File: config.mk
export PLATFORM = sky130hd
export DESIGN_NAME = cond_exec_stage
export DESIGN_NICKNAME = d
export VERILOG_FILES = /design/src/rtl/cond_exec_stage.sv
export SDC_FILE = /design/constraint.sdc
export NUM_CORES = 1
export LEC_CHECK = 0
export ABC_AREA = 1
export BUFFER_PORTS_ARGS = -buffer_cell sky130_fd_sc_hd__buf_2
export CAP_MARGIN = 0
export CELL_PAD_IN_SITES_DETAIL_PLACEMENT = 1
export CELL_PAD_IN_SITES_GLOBAL_PLACEMENT = 2
export CORE_ASPECT_RATIO = 0.8
export CORE_MARGIN = 2
export CORE_UTILIZATION = 27
export CTS_BUF_LIST = sky130_fd_sc_hd__clkbuf_4 sky130_fd_sc_hd__clkbuf_8 sky130_fd_sc_hd__clkbuf_16
export CTS_CLUSTER_DIAMETER = 40
export DETAILED_ROUTE_END_ITERATION = 16
export PLACE_DENSITY_LB_ADDON = 0.1
export RECOVER_POWER = 25
export SLEW_MARGIN = 20
export SYNTH_ARGS = -nofsm -noshare
export SYNTH_HDL_FRONTEND = slang
export SYNTH_SLANG_ARGS = --single-unit
File: constraint.sdc
create_clock -name i_clk -period 3.9 [get_ports i_clk]
set_input_delay 0 -clock i_clk [delete_from_list [all_inputs] [get_ports i_clk]]
set_output_delay 0 -clock i_clk [all_outputs]
set_load 0.01 [all_outputs]
File: src/rtl/cond_exec_stage.sv
// Execute-stage pipeline register with ARM-style conditional execution.
// Holds the decoded instruction, evaluates its condition and owns the NZCV flags.
module cond_exec_stage (
   input  logic       i_clk,
   input  logic       i_rst,
   input  logic       i_StallE,
   input  logic       i_FlushE,
   input  logic       i_PCSrcD,
   input  logic       i_RegWriteD,
   input  logic       i_MemtoRegD,
   input  logic       i_MemWriteD,
   input  logic       i_BranchD,
   input  logic       i_ALUSrcD,
   input  logic       i_FlagWriteD,
   input  logic [1:0] i_ALUControlD,
   input  logic [3:0] i_CondD,
   input  logic [3:0] i_ALUFlags,
   output logic [1:0] o_ALUControlE,
   output logic       o_ALUSrcE,
   output logic       o_MemtoRegE,
   output logic       o_RegWriteE,
   output logic       o_MemWriteE,
   output logic       o_PCSrcE,
   output logic       o_BranchTakenE,
   output logic       o_CondExE,
   output logic [3:0] o_Flags,
   output logic       o_ValidE
);

   logic       r_valid;
   logic       r_pcsrc;
   logic       r_regwrite;
   logic       r_memtoreg;
   logic       r_memwrite;
   logic       r_branch;
   logic       r_alusrc;
   logic       r_flagwrite;
   logic [1:0] r_aluctl;
   logic [3:0] r_cond;
   logic [3:0] r_flags;

   logic       w_cond_pass;
   logic       w_condex;
   logic       w_flag_we;
   logic       w_n;
   logic       w_z;
   logic       w_c;
   logic       w_v;

   assign {w_n, w_z, w_c, w_v} = r_flags;

   always_comb begin
      w_cond_pass = 1'b0;
      case (r_cond)
         4'b0000: w_cond_pass = w_z;
         4'b0001: w_cond_pass = !w_z;
         4'b0010: w_cond_pass = w_c;
         4'b0011: w_cond_pass = !w_c;
         4'b0100: w_cond_pass = w_n;
         4'b0101: w_cond_pass = !w_n;
         4'b0110: w_cond_pass = w_v;
         4'b0111: w_cond_pass = !w_v;
         4'b1000: w_cond_pass = w_c & !w_z;
         4'b1001: w_cond_pass = !w_c | w_z;
         4'b1010: w_cond_pass = (w_n == w_v);
         4'b1011: w_cond_pass = (w_n != w_v);
         4'b1100: w_cond_pass = !w_z & (w_n == w_v);
         4'b1101: w_cond_pass = w_z | (w_n != w_v);
         4'b1110: w_cond_pass = 1'b1;
         default: w_cond_pass = 1'b0;
      endcase
   end

   assign w_condex  = w_cond_pass & r_valid;
   assign w_flag_we = w_condex & r_flagwrite;

   // Pipeline register: flush wins over stall, a bubble is an AL no-op with valid=0.
   always_ff @(posedge i_clk or posedge i_rst) begin
      if (i_rst) begin
         r_valid     <= 1'b0;
         r_pcsrc     <= 1'b0;
         r_regwrite  <= 1'b0;
         r_memtoreg  <= 1'b0;
         r_memwrite  <= 1'b0;
         r_branch    <= 1'b0;
         r_alusrc    <= 1'b0;
         r_flagwrite <= 1'b0;
         r_aluctl    <= 2'b00;
         r_cond      <= 4'b1110;
      end else if (i_FlushE) begin
         r_valid     <= 1'b0;
         r_pcsrc     <= 1'b0;
         r_regwrite  <= 1'b0;
         r_memtoreg  <= 1'b0;
         r_memwrite  <= 1'b0;
         r_branch    <= 1'b0;
         r_alusrc    <= 1'b0;
         r_flagwrite <= 1'b0;
         r_aluctl    <= 2'b00;
         r_cond      <= 4'b1110;
      end else if (!i_StallE) begin
         r_valid     <= 1'b1;
         r_pcsrc     <= i_PCSrcD;
         r_regwrite  <= i_RegWriteD;
         r_memtoreg  <= i_MemtoRegD;
         r_memwrite  <= i_MemWriteD;
         r_branch    <= i_BranchD;
         r_alusrc    <= i_ALUSrcD;
         r_flagwrite <= i_FlagWriteD;
         r_aluctl    <= i_ALUControlD;
         r_cond      <= i_CondD;
      end
   end

   // Flags commit at the end of the E cycle, so the next instruction sees them without forwarding.
   always_ff @(posedge i_clk or posedge i_rst) begin
      if (i_rst) begin
         r_flags <= 4'b0000;
      end else if (w_flag_we) begin
         r_flags <= i_ALUFlags;
      end
   end

   assign o_ALUControlE  = r_aluctl;
   assign o_ALUSrcE      = r_alusrc;
   assign o_MemtoRegE    = r_memtoreg;
   assign o_ValidE       = r_valid;
   assign o_CondExE      = w_condex;
   assign o_RegWriteE    = r_regwrite & w_condex;
   assign o_MemWriteE    = r_memwrite & w_condex;
   assign o_PCSrcE       = r_pcsrc & w_condex;
   assign o_BranchTakenE = r_branch & w_condex;
   assign o_Flags        = r_flags;

endmodule

# Word level (Yosys, flattened, before mapping)
# Index checks and enable logic that the tools add are counted.
# op_classes
n_reduce_logical	5
n_eq_ne	17
n_bitwise	10
mux	21
# ops
operator	n
$eq A4 B4 Y1 const B	7
$eq A4 B3 Y1 const B	4
$mux W1	16
$pmux W1 S15	1
$and A1 B1 Y1	8
$eq A4 B2 Y1 const B	2
$mux W4	2
$eq A4 B1 Y1 const B	1
$logic_not A1 Y1	4
$logic_not A4 Y1	1
$mux W2	2
$ne A2 B1 Y1 const B	1
$or A1 B1 Y1	2
$eq A1 B1 Y1	1
$ne A1 B1 Y1	1
# word_totals
ff_bits	18
out_inout_bits	14
inputBits	21

# Longest topological paths before layout
# depth
ltp_word	5
depth_mapped	12
depth_no_buf	12

# Worst setup path after synthesis
# OpenSTA, ideal clock, no wires.
# synth_path
kind	register to register
start	register r_cond[3]
end	register r_flags[0] (netlist: o_Flags[0])
t_arrival_ns	1.264
setup_time_ns	0.117
t_required_ns	3.783
stages_incl_launch_ff	12
path_slack_ns	2.518
path_cell_list	dfstp_2 -> inv_1 -> nor2_1 -> nand3_1 -> nand2_1 -> nand2_1 -> nand2_1 -> nor2_2 -> nand2_2 -> nand3_2 -> nand2_1 -> nand2_1
# synth_between
elab_chain_cells	4
word_cells_on_any_way	18
# synth_rtl
item	line	text
start: declaration	39	logic [3:0] r_cond;
start signal: assignment	111	r_cond <= i_CondD;
$eq A4 B4 Y1 (tied with other cells)	54	case (r_cond)
$pmux W1 S15 *	54	
$and A1 B1 Y1 *	74	assign w_condex = w_cond_pass & r_valid;
$and A1 B1 Y1 *	75	assign w_flag_we = w_condex & r_flagwrite;
end signal: assignment	120	r_flags <= i_ALUFlags;
end: declaration	40	logic [3:0] r_flags;
# Every way passes the cells marked *; elsewhere a longest branch is shown, timed or not.
# A chain may end at the register's enable or synchronous reset.

# Worst setup path in the final report
# layout_path
start	register r_cond[2]
end	output port o_PCSrcE
# layout_between
elab_chain_cells	4
word_cells_on_any_way	18
# layout_rtl
item	line	text
$eq A4 B4 Y1 (tied with other cells)	54	
$pmux W1 S15 *	54	
$and A1 B1 Y1 *	74	
$and A1 B1 Y1 *	131	assign o_PCSrcE = r_pcsrc & w_condex;
end: declaration	23	output logic o_PCSrcE,
# Marked as above.

==> reports/results.txt <==
The flow ran to the end, and the final reports show no timing, DRC or antenna violations. The first global-routing pass estimated 4370 um of wire. Cell class contributing the biggest share of worst-path delay: simple AND/OR/NAND/NOR gates.

The signed area change from the synthesized netlist to the final layout is 42.6%, and the netlist area before placement is 920 sq um. The final critical-path setup slack is 2.05 ns, and the total of cells resized after clock tree synthesis is 0. The core region is 0.00318 sq mm. The die is 56.2 um tall. Counting stages on the worst path, the most repeated cell is nand2_1.

The share of the synthesized area in the top cell type was 0.408. The capture instance of the worst register-to-register path is o_Flags[2]. The post-synthesis cell count came out at 120. After detailed routing, the number of vias per cell comes to 4.55. The fraction of the cycle the final worst path needs was 0.476; the starting density of the core was 0.290. For the normalized max-slew margin, the log shows 0.498.

From left edge to right edge, the die measures 69.3 um. The largest single stage delay on the critical path is 0.55 ns. The remaining antenna violation count after routing was 0; the count of cells along the worst hold path was 3. The logs give 0 ns for the final setup TNS and 3.90 ns for the required time of the critical path. Cell internal power was estimated by the tool at 0.357 mW. The routed design could run at a clock period as short as 1.85 ns. Counting every sink on the clock net gives 18. The run gives 2.31 ns as the setup slack of the worst register-to-register path. Summed over all instances, the cell type with the most area after synthesis is dfrtp_1.

CTS placed an instance of clkbuf_8 at the clock tree root. The signal arrival time at the worst endpoint is 1.85 ns. The critical path goes through inv_1, nor2_1, nand2_1, nand2_1, nand2_1, nand2_1, nor2_2, nand2_2, nand2_2, nor2_1, buf_2. The tools report the final hold violation count as 0. During I/O placement, the number of pins put on the boundary was 35. Setup violations remaining at the end of the flow were counted as 0. For the worst setup slack before clock tree synthesis, the log shows 2.32 ns.

The final instance area was 0.00131 sq mm. The repair_antennas step left the layout with diodes totalling 0. TritonCTS created 3 clock buffers. The total of hold buffers inserted after clock tree synthesis was 13. After the first detailed-routing iteration, the DRC count stood at 21. For the share of the yosys chip area belonging to registers, the log shows 0.494. The synthesized design contains 18 register bits.

Across all layers, the routed design uses 956 vias. Hold timing on the final database bottoms out at a slack of 0.00107 ns. Number of global-route vias before repair: 944. The tools report the worst hold path endpoint as r_cond[3]. The tools report the final-report max-slew violation count as 0. At the end of routability-driven placement, the weighted congestion stood at 0.767. TritonCTS built the clock tree. After detailed placement, the total cell area comes to 0.00114 sq mm.

Setup repair after global routing left no endpoint under its margin. The worst-case clock buffer depth came out at 2. The tools report the launch point of the worst hold path as i_CondD[3].

Port buffering added 34 buffers. Once the clock tree was built, the setup fixing pass inserted 0 buffers. The clock skew after layout is 0.00162 ns, and the number of nets produced by synthesis is 141. Maximum number of pins on one net before global-route repair: 19. Synthesis instantiated 17 different standard cells from the library.

The worst setup path is launched from a register. The first TritonRoute pass finished after 4 iterations. For the pin with the worst max-slew slack, the measured transition is 0.750 ns. The tool flagged a number of max-cap violations equal to 0.

The sequential share of power was 0.459; the maximum net fanout on the critical path was 6. For this block, the routed nets add up to 2480 um of wire. By area the synthesized netlist is led by dfrtp_1 41%, nand2_1 13%, dfstp_2 8.6%. The layout cell share with drive strength beyond 1 works out to 0.235. Detailed placement finished with a half-perimeter wire length of 1970 um. The worst register-to-register path begins at r_cond[2]. For this design, the slowest cell found on the critical path is dfstp_2. The worst min-delay path category was input port to register. The logic gate share of total power came out at 0.262.

The power density over cell area was 405 mW/mm^2; the number of cell instances on the worst register-to-register path was 11. After detailed routing, the number of remaining DRC violations is 0. The H-tree depth came out at 1. The net switching fraction of the power is 0.327, and the clock latency on the worst-skew pair is 0.25 ns.

Counting both buffers and inverters, the worst setup path holds a total of 2. The maximum frequency from static timing analysis is 539 MHz. The clock slew seen by the registers of the worst setup and hold paths was 0.06 ns; the global-route usage over all layers was 0.137. In this run the static leakage power is 0.684 nW. The reported net switching power was 0.174 mW; the detailed-route wire length per cell was 11.8 um. The logs give 0 for the aggregate global routing overflow and 18 for the number of cell rows.

The logs give 0 for the number of antenna violations at the first check in global routing and 0.176 mV for the worst supply voltage drop on vdd. The kind of end point of the critical path is an output port. The total die area was 0.00389 sq mm; the total number of nets in the final design was 192. For this run, the number of Yosys warnings is 0. The clock network fraction of total power was 0.279. The setup path with the least slack is of type register to output port. The mean cell area of the mapped netlist was 7.66 sq um.
==> worst max-delay path by stage <==
stage,startpoint,endpoint,slack [ns],cells past startpoint
finish,r_cond[2],o_PCSrcE,2.05,11
global route,r_cond[2],o_PCSrcE,1.88,11
CTS,r_cond[2],o_PCSrcE,2.05,11
detailed placement,r_cond[2],o_Flags[2],2.32,11
global placement,r_cond[2],o_MemWriteE,2.30,11
floorplan,r_cond[3],o_Flags[0],2.52,11
==> power groups by stage <==
stage	Combinational [mW]	Sequential, mW	Clock (mW)
floorplan	0.0750	0.247	0
global placement	0.134	0.245	0
detailed placement	0.136	0.247	0
CTS	0.146	0.244	0.154
global route	0.159	0.249	0.163
finish	0.139	0.244	0.148
==> Yosys cell counts <==
| cell | number |
|---|---|
| a21oi_1 | 5 |
| a22o_1 | 5 |
| clkbuf_1 | 1 |
| dfrtp_1 | 15 |
| dfstp_2 | 3 |
| inv_1 | 15 |
| inv_2 | 2 |
| nand2_1 | 33 |
| nand2_2 | 2 |
| nand3_1 | 8 |
| nand3_2 | 1 |
| nand3b_1 | 2 |
| nand4_1 | 4 |
| nor2_1 | 16 |
| nor2_2 | 2 |
| nor3_1 | 1 |
| o21ai_0 | 5 |
==> layout by cell type, fill, tap and decap left out <==
cell type / count
nand3_2: 1
nor2_1: 16
inv_1: 15
nand2_2: 2
a22o_1: 5
buf_2: 26
nand4_1: 4
nand3_1: 8
clkbuf_8: 4
inv_2: 2
o21ai_0: 5
nand2_1: 33
nand3b_1: 2
dfstp_2: 3
clkbuf_1: 8
nor2_2: 2
dlygate4sd3_1: 13
a21oi_1: 5
dfrtp_1: 15
nor3_1: 1
==> per-layer routing <==
metal | wire length (um) | track usage
met5 | 0 | 0
met4 | 19 | 0.0336
met3 | 111 | 0.0435
met2 | 1090 | 0.209
met1 | 1260 | 0.189
==> worst register-to-register path, stage by stage (launching register included) <==
cell and delay, ns:
dfstp_2 0.55, inv_1 0.06, nor2_1 0.20, nand2_1 0.08
nand2_1 0.07, nand2_1 0.04, nand2_1 0.07, nor2_2 0.04
nand2_2 0.12, nand3_2 0.12, nand2_1 0.10, nand2_1 0.05
==> logic make-up (layout without fill, tap and decap cells) <==
logic type / after synthesis / count (layout) / share of synthesized area
compound gates: 15 / 15 / 0.102
flops: 18 / 18 / 0.494
simple gates: 69 / 69 / 0.331
buf+inv: 18 / 68 / 0.0735
==> area by class of cell <==
cell class / count / area, sq um
Multi-Input combinational cell: 84 / 398
Clock buffer: 4 / 55.1
Sequential cell: 18 / 454
Tap cell: 40 / 50.0
Timing Repair Buffer: 47 / 290
Inverter: 17 / 63.8
Fill cell: 391 / 1860
==> stage by stage <==
stage           util  total power [mW]  std cells
6_report       0.413             0.531        210
3_3_place_gp   0.358             0.379        193
4_1_cts        0.416             0.544        210
2_1_floorplan      -             0.322        120
5_1_grt        0.413             0.571        210
3_5_place_dp   0.358             0.383        193
(Power assumes the default switching activity.)
